`config.mk`:
```
export PLATFORM = sky130hd
export DESIGN_NAME = pipeline_exec_controller
export DESIGN_NICKNAME = d
export VERILOG_FILES = /design/src/rtl/mips_dbg_pkg.sv /design/src/rtl/reg_dump_streamer.sv /design/src/rtl/pipeline_exec_controller.sv
export SDC_FILE = /design/constraint.sdc
export NUM_CORES = 1
export LEC_CHECK = 0
export ABC_CLOCK_PERIOD_IN_PS = 3600
export CORE_MARGIN = 4
export CORE_UTILIZATION = 50
export CTS_CLUSTER_SIZE = 28
export DETAILED_ROUTE_END_ITERATION = 10
export GPL_ROUTABILITY_DRIVEN = 0
export PLACE_DENSITY = 0.85
export SKIP_LAST_GASP = 1
export SLEW_MARGIN = 20
export SYNTH_ARGS = -nofsm -noshare
export SYNTH_HDL_FRONTEND = slang
export SYNTH_SLANG_ARGS = --single-unit
```
`constraint.sdc`:
```
create_clock -name i_clk -period 3.6 [get_ports i_clk]
set_input_delay 0.36 -clock i_clk [delete_from_list [all_inputs] [get_ports i_clk]]
set_output_delay 0.36 -clock i_clk [all_outputs]
set_load 0.02 [all_outputs]
```
`src/rtl/mips_dbg_pkg.sv`:
```
// Shared encodings for the MIPS debug-unit pipeline controller:
// command codes, the HALT opcode, FSM states and default sizes.
package mips_dbg_pkg;

   localparam int unsigned DATA_WIDTH_DEF   = 32;
   localparam int unsigned ADDR_WIDTH_DEF   = 5;
   localparam int unsigned NUM_REGS_DEF     = 32;
   localparam int unsigned DRAIN_CYCLES_DEF = 3;

   localparam logic [1:0] CMD_NONE = 2'b00;
   localparam logic [1:0] CMD_RUN  = 2'b01;
   localparam logic [1:0] CMD_STEP = 2'b10;
   localparam logic [1:0] CMD_DUMP = 2'b11;

   localparam logic [31:0] HALT_INSTR = 32'hFFFF_FFFF;

   typedef enum logic [2:0] {
      ST_IDLE      = 3'd0,
      ST_RUN       = 3'd1,
      ST_STEP      = 3'd2,
      ST_DRAIN     = 3'd3,
      ST_DUMP_RD   = 3'd4,
      ST_DUMP_SEND = 3'd5,
      ST_DONE      = 3'd6
   } state_e;

endpackage

```
`src/rtl/reg_dump_streamer.sv`:
```
// Walks the register bank debug port and presents one word at a time on a
// valid/ready stream; address, data, valid and last are all registered.
module reg_dump_streamer #(
   parameter int unsigned DATA_WIDTH = 32,
   parameter int unsigned ADDR_WIDTH = 5,
   parameter int unsigned NUM_REGS   = 32
) (
   input  logic                  clk_i,
   input  logic                  rst_i,
   input  logic                  start_i,
   input  logic                  capture_i,
   input  logic                  send_i,
   input  logic [DATA_WIDTH-1:0] reg_data_i,
   output logic [ADDR_WIDTH-1:0] reg_addr_o,
   output logic                  dump_valid_o,
   output logic [DATA_WIDTH-1:0] dump_data_o,
   output logic                  dump_last_o
);

   localparam logic [ADDR_WIDTH-1:0] LAST_ADDR = ADDR_WIDTH'(NUM_REGS - 1);

   logic [ADDR_WIDTH-1:0] addr_q, addr_d;
   logic [DATA_WIDTH-1:0] data_q, data_d;
   logic                  valid_q, valid_d;
   logic                  last_q, last_d;

   always_comb begin
      addr_d  = addr_q;
      data_d  = data_q;
      valid_d = valid_q;
      last_d  = last_q;
      if (start_i) begin
         addr_d = '0;
      end else if (capture_i) begin
         data_d  = reg_data_i;
         valid_d = 1'b1;
         last_d  = (addr_q == LAST_ADDR);
      end else if (send_i && valid_q) begin
         // Word accepted: retire it and either rewind or advance.
         valid_d = 1'b0;
         last_d  = 1'b0;
         addr_d  = last_q ? '0 : addr_q + ADDR_WIDTH'(1);
      end
   end

   always_ff @(posedge clk_i or posedge rst_i) begin
      if (rst_i) begin
         addr_q  <= '0;
         data_q  <= '0;
         valid_q <= 1'b0;
         last_q  <= 1'b0;
      end else begin
         addr_q  <= addr_d;
         data_q  <= data_d;
         valid_q <= valid_d;
         last_q  <= last_d;
      end
   end

   assign reg_addr_o   = addr_q;
   assign dump_valid_o = valid_q;
   assign dump_data_o  = data_q;
   assign dump_last_o  = last_q;

endmodule

```
`src/rtl/pipeline_exec_controller.sv`:
```
// Debug-unit sequencer for the 5-stage pipeline: run/step/dump commands,
// HALT drain-and-park, pipeline freeze line and unfrozen-cycle counter.
module pipeline_exec_controller
   import mips_dbg_pkg::*;
#(
   parameter int unsigned DATA_WIDTH   = DATA_WIDTH_DEF,
   parameter int unsigned ADDR_WIDTH   = ADDR_WIDTH_DEF,
   parameter int unsigned NUM_REGS     = NUM_REGS_DEF,
   parameter int unsigned DRAIN_CYCLES = DRAIN_CYCLES_DEF
) (
   input  logic                  i_clk,
   input  logic                  i_reset,
   input  logic                  i_cmd_valid,
   input  logic [1:0]            i_cmd,
   output logic                  o_cmd_ready,
   input  logic                  i_halt_in_id,
   output logic                  o_halt,
   output logic [ADDR_WIDTH-1:0] o_dbg_reg_addr,
   input  logic [DATA_WIDTH-1:0] i_dbg_reg_data,
   output logic                  o_dump_valid,
   output logic [DATA_WIDTH-1:0] o_dump_data,
   output logic                  o_dump_last,
   input  logic                  i_dump_ready,
   output logic                  o_program_done,
   output logic [31:0]           o_cycle_count
);

   localparam int unsigned CNT_W = (DRAIN_CYCLES > 1) ? $clog2(DRAIN_CYCLES) : 1;

   state_e           state_q, state_d;
   logic             rest_done_q, rest_done_d;
   logic [CNT_W-1:0] drain_q, drain_d;
   logic             halt_q, halt_d;
   logic             ready_q, ready_d;
   logic             done_q, done_d;
   logic [31:0]      cyc_q, cyc_d;
   logic             cmd_fire_c, dump_start_c, dump_capture_c, dump_send_c;

   always_comb begin
      state_d      = state_q;
      rest_done_d  = rest_done_q;
      drain_d      = drain_q;
      done_d       = done_q;
      dump_start_c = 1'b0;
      cmd_fire_c   = i_cmd_valid && ready_q;

      case (state_q)
         ST_IDLE, ST_DONE: begin
            // From DONE only DUMP leaves; RUN/STEP are swallowed.
            if (cmd_fire_c) begin
               case (i_cmd)
                  CMD_RUN:  if (state_q == ST_IDLE) state_d = ST_RUN;
                  CMD_STEP: if (state_q == ST_IDLE) state_d = ST_STEP;
                  CMD_DUMP: begin
                     state_d      = ST_DUMP_RD;
                     rest_done_d  = (state_q == ST_DONE);
                     dump_start_c = 1'b1;
                  end
                  default: ;
               endcase
            end
         end
         ST_RUN: begin
            if (i_halt_in_id) begin
               state_d = ST_DRAIN;
               drain_d = CNT_W'(DRAIN_CYCLES - 1);
            end
         end
         ST_STEP: begin
            if (i_halt_in_id) begin
               state_d = ST_DRAIN;
               drain_d = CNT_W'(DRAIN_CYCLES - 1);
            end else begin
               state_d = ST_IDLE;
            end
         end
         ST_DRAIN: begin
            drain_d = (drain_q != '0) ? drain_q - CNT_W'(1) : '0;
            if (drain_q <= CNT_W'(1)) begin
               state_d = ST_DONE;
               done_d  = 1'b1;
            end
         end
         ST_DUMP_RD: state_d = ST_DUMP_SEND;
         ST_DUMP_SEND: begin
            if (i_dump_ready) begin
               if (o_dump_last) state_d = rest_done_q ? ST_DONE : ST_IDLE;
               else             state_d = ST_DUMP_RD;
            end
         end
         default: state_d = ST_IDLE;
      endcase

      halt_d  = !(state_d inside {ST_RUN, ST_STEP, ST_DRAIN});
      ready_d = (state_d inside {ST_IDLE, ST_DONE});
      cyc_d   = (!halt_q && (cyc_q != 32'hFFFF_FFFF)) ? cyc_q + 32'd1 : cyc_q;
   end

   assign dump_capture_c = (state_q == ST_DUMP_RD);
   assign dump_send_c    = (state_q == ST_DUMP_SEND) && i_dump_ready;

   always_ff @(posedge i_clk or posedge i_reset) begin
      if (i_reset) begin
         state_q     <= ST_IDLE;
         rest_done_q <= 1'b0;
         drain_q     <= '0;
         halt_q      <= 1'b1;
         ready_q     <= 1'b1;
         done_q      <= 1'b0;
         cyc_q       <= '0;
      end else begin
         state_q     <= state_d;
         rest_done_q <= rest_done_d;
         drain_q     <= drain_d;
         halt_q      <= halt_d;
         ready_q     <= ready_d;
         done_q      <= done_d;
         cyc_q       <= cyc_d;
      end
   end

   reg_dump_streamer #(
      .DATA_WIDTH (DATA_WIDTH),
      .ADDR_WIDTH (ADDR_WIDTH),
      .NUM_REGS   (NUM_REGS)
   ) u_streamer (
      .clk_i        (i_clk),
      .rst_i        (i_reset),
      .start_i      (dump_start_c),
      .capture_i    (dump_capture_c),
      .send_i       (dump_send_c),
      .reg_data_i   (i_dbg_reg_data),
      .reg_addr_o   (o_dbg_reg_addr),
      .dump_valid_o (o_dump_valid),
      .dump_data_o  (o_dump_data),
      .dump_last_o  (o_dump_last)
   );

   assign o_halt         = halt_q;
   assign o_cmd_ready    = ready_q;
   assign o_program_done = done_q;
   assign o_cycle_count  = cyc_q;

endmodule

```
==> results.yml <==
status:
  outcome: "complete, no violations"
logic_synthesis:
  synthMostInstantiatedCell: "dfrtp_1"
  yosysSeqAreaShare_pct: 56.2
  async_flop_share_pct: 100
  synth_edf_count: 0
  yosys_warnings: 0
  syn-num-nets: 352
  netlist_area_um2: 3570
  postSynthAreaPerCell_um2: 11.5
  synth_top_area_share_pct: 54.7
  synth_common_cells: "dfrtp_1, mux2_2, nand2_1, nor2_1, nor3_1"
  synth_area_leader_cell: "dfrtp_1"
  ys_ff_latch: 80
  synth.distinct_cells: 45
  yosys-top-cells-area: "dfrtp_1, mux2_2, xnor2_1, xor2_1, nand2_1"
  synthCells: 310
  ys.flop_type: "dfrtp_1"
placed_design:
  dp_slack_ps: 1280
  place.port_buffers: 112
  dp_hpwl_um: 6260
timing:
  period_share_pct: 64.9
  slew_headroom_pct: 46.7
  fin_crit_ps: 2340
  tns_ps: 0
  finalSetupViolCount: 0
  whs_ps: 468
  clock-skew-final_ps: 7.02
  rsz0062_at_grt: "false"
  final.setup.worst_slack_ps: 1260
  slew_violations: 0
  tightest_slew_ps: 799
  final_hold_viol_count: 0
  fmaxAchievable_ghz: 0.428
power_and_ir_drop:
  power_mw: 3.67
  p_per_area_nw_per_um2: 731
  peakVddDrop_uv: 507
  leakage_nw: 2.14
clock_network:
  post_cts_buffers: 0
  clk_pin_slew_ps: 80
  htreeDepth: 3
  cts_resized: 0
  root_buffer: "clkbuf_8"
  cts_sinks: 80
  cts_tree: "built"
  numCtsBuffers: 9
  worstSkewPairLatency_ps: 340
  hold_buffers: 0
  clock_path_buffers: 2
die:
  ioPinCount: 113
  die_h_um: 92.5
  fp-row-count: 30
  die-area_um2: 8550
  coreArea_um2: 6870
  die_x_um: 92.5
  initial_utilization_pct: 51.9
critical_path:
  worstRegToRegCells: 6
  critPathRequiredTime_ps: 3810
  timing_worst_setup_path_type: "flip-flop to flip-flop"
  critical_path_arrival_ps: 2550
  r2r-start: "o_cycle_count[0]"
  r2r_setup_slack_ps: 1260
  timing.rr.end: "o_cycle_count[12]"
  path_max_fanout: 7
  critPathLaunchType: "flip-flop"
  crit_path_end_kind: "flip-flop"
detailed_routing:
  post-route-drc-count: 0
  wl_per_cell_um: 15.8
  dr.pass1.iters: 4
  ant_nets: 0
  dr_total_vias: 2843
  first_iter_violations: 169
  avgViaCountPerCell: 5.38
  drt_wl_total_um: 8360
flow_run:
  maxCapViolations: 0
global_route:
  overflow: 0
  grt_max_degree: 47
  antenna_found_initial: 0
  grt_pass1_wl_um: 13900
  first_global_vias: 2958
  grtUsageTotal_pct: 20.4
final_layout:
  area_growth_pct: 40.8
  final_core_util_pct: 73.1
  layout-drive-gt1-share_pct: 14.1
  final_nets: 469
  num_antenna_cells: 0
worst_hold_path:
  hold_class: "input port to async pin"
[per-layer routing]
metal / global-route usage, % / up-vias / routed length [µm]
met5: 0 / - / 0
met2: 33.0 / 109 / 4020
met1: 24.3 / 1385 / 3310
li1: - / 1339 / -
met4: 6.31 / 0 / 104
met3: 9.50 / 10 / 930
[cell families after synthesis]
| group | after synthesis | synth area share (%) |
|---|---|---|
| compound gates | 36 | 7.40 |
| fa+ha+maj | 3 | 1.05 |
| flops | 80 | 56.2 |
| xor+xnor | 30 | 7.37 |
| simple gates | 105 | 15.2 |
| buf+inv | 23 | 2.46 |
| mux | 33 | 10.4 |
[placed cells by master, fill, tap and decap left out, drive strengths merged, types with 4 or more instances in the layout]
cell type / count
clkdlybuf4s50: 112
dfrtp: 78
mux2: 32
nand2: 25
nor3: 18
nor2: 17
xnor2: 16
xor2: 14
inv: 13
nand4: 13
nand3: 11
clkbuf: 11
nor4: 5
o21ai: 5
a21oi: 5
o31ai: 4
[registers in the layout, summed over array words and instances (netlist names)]
register / flops
drain_q: 2
o_cmd_ready: 1
o_cycle_count: 32
o_halt: 1
o_program_done: 1
rest_done_q: 1
state_q: 3
u_streamer.dump_data_o: 32
u_streamer.dump_last_o: 1
u_streamer.dump_valid_o: 1
u_streamer.reg_addr_o: 5
[cell type report]
type	instances	area [µm²]
Sequential cell	80	2000
Inverter	14	53.8
Clock buffer	11	141
Fill cell	497	1850
Tap cell	96	120
Multi-Input combinational cell	207	1480
Timing Repair Buffer	115	1140
Clock inverter	5	80.1
[critical path, stage by stage, from the launching register on]
cell and delay, ps:
dfrtp_1 420, ha_1 190, nand3_1 200, nor3_1 600
a31oi_1 370, and3_1 300, xor2_1 140
[through the flow]
step,instances,cell area [µm²]
2_1_floorplan,310,3570
4_1_cts,528,5020
3_3_place_gp,512,4800
6_report,528,5020
3_5_place_dp,512,4800
5_1_grt,528,5020
[power by group]
group          internal, mW  total (mW)  switching, mW
Sequential             1.19        1.45          0.258
Combinational         0.772        1.50          0.732
Clock                 0.409       0.723          0.314
[worst max path at each step]
stage | slack (ps) | startpoint | end
after detailed placement | 1280 | i_cmd[1] | u_streamer.reg_addr_o[3]
after CTS | 1290 | o_cycle_count[0] | o_cycle_count[12]
after global placement | 1360 | i_cmd[1] | u_streamer.reg_addr_o[3]
after floorplan | 1190 | i_reset | drain_q[0]
after global routing | 1050 | o_cycle_count[1] | o_cycle_count[12]
final | 1260 | o_cycle_count[0] | o_cycle_count[12]
No activity file was read; power rests on OpenSTA's default activity.
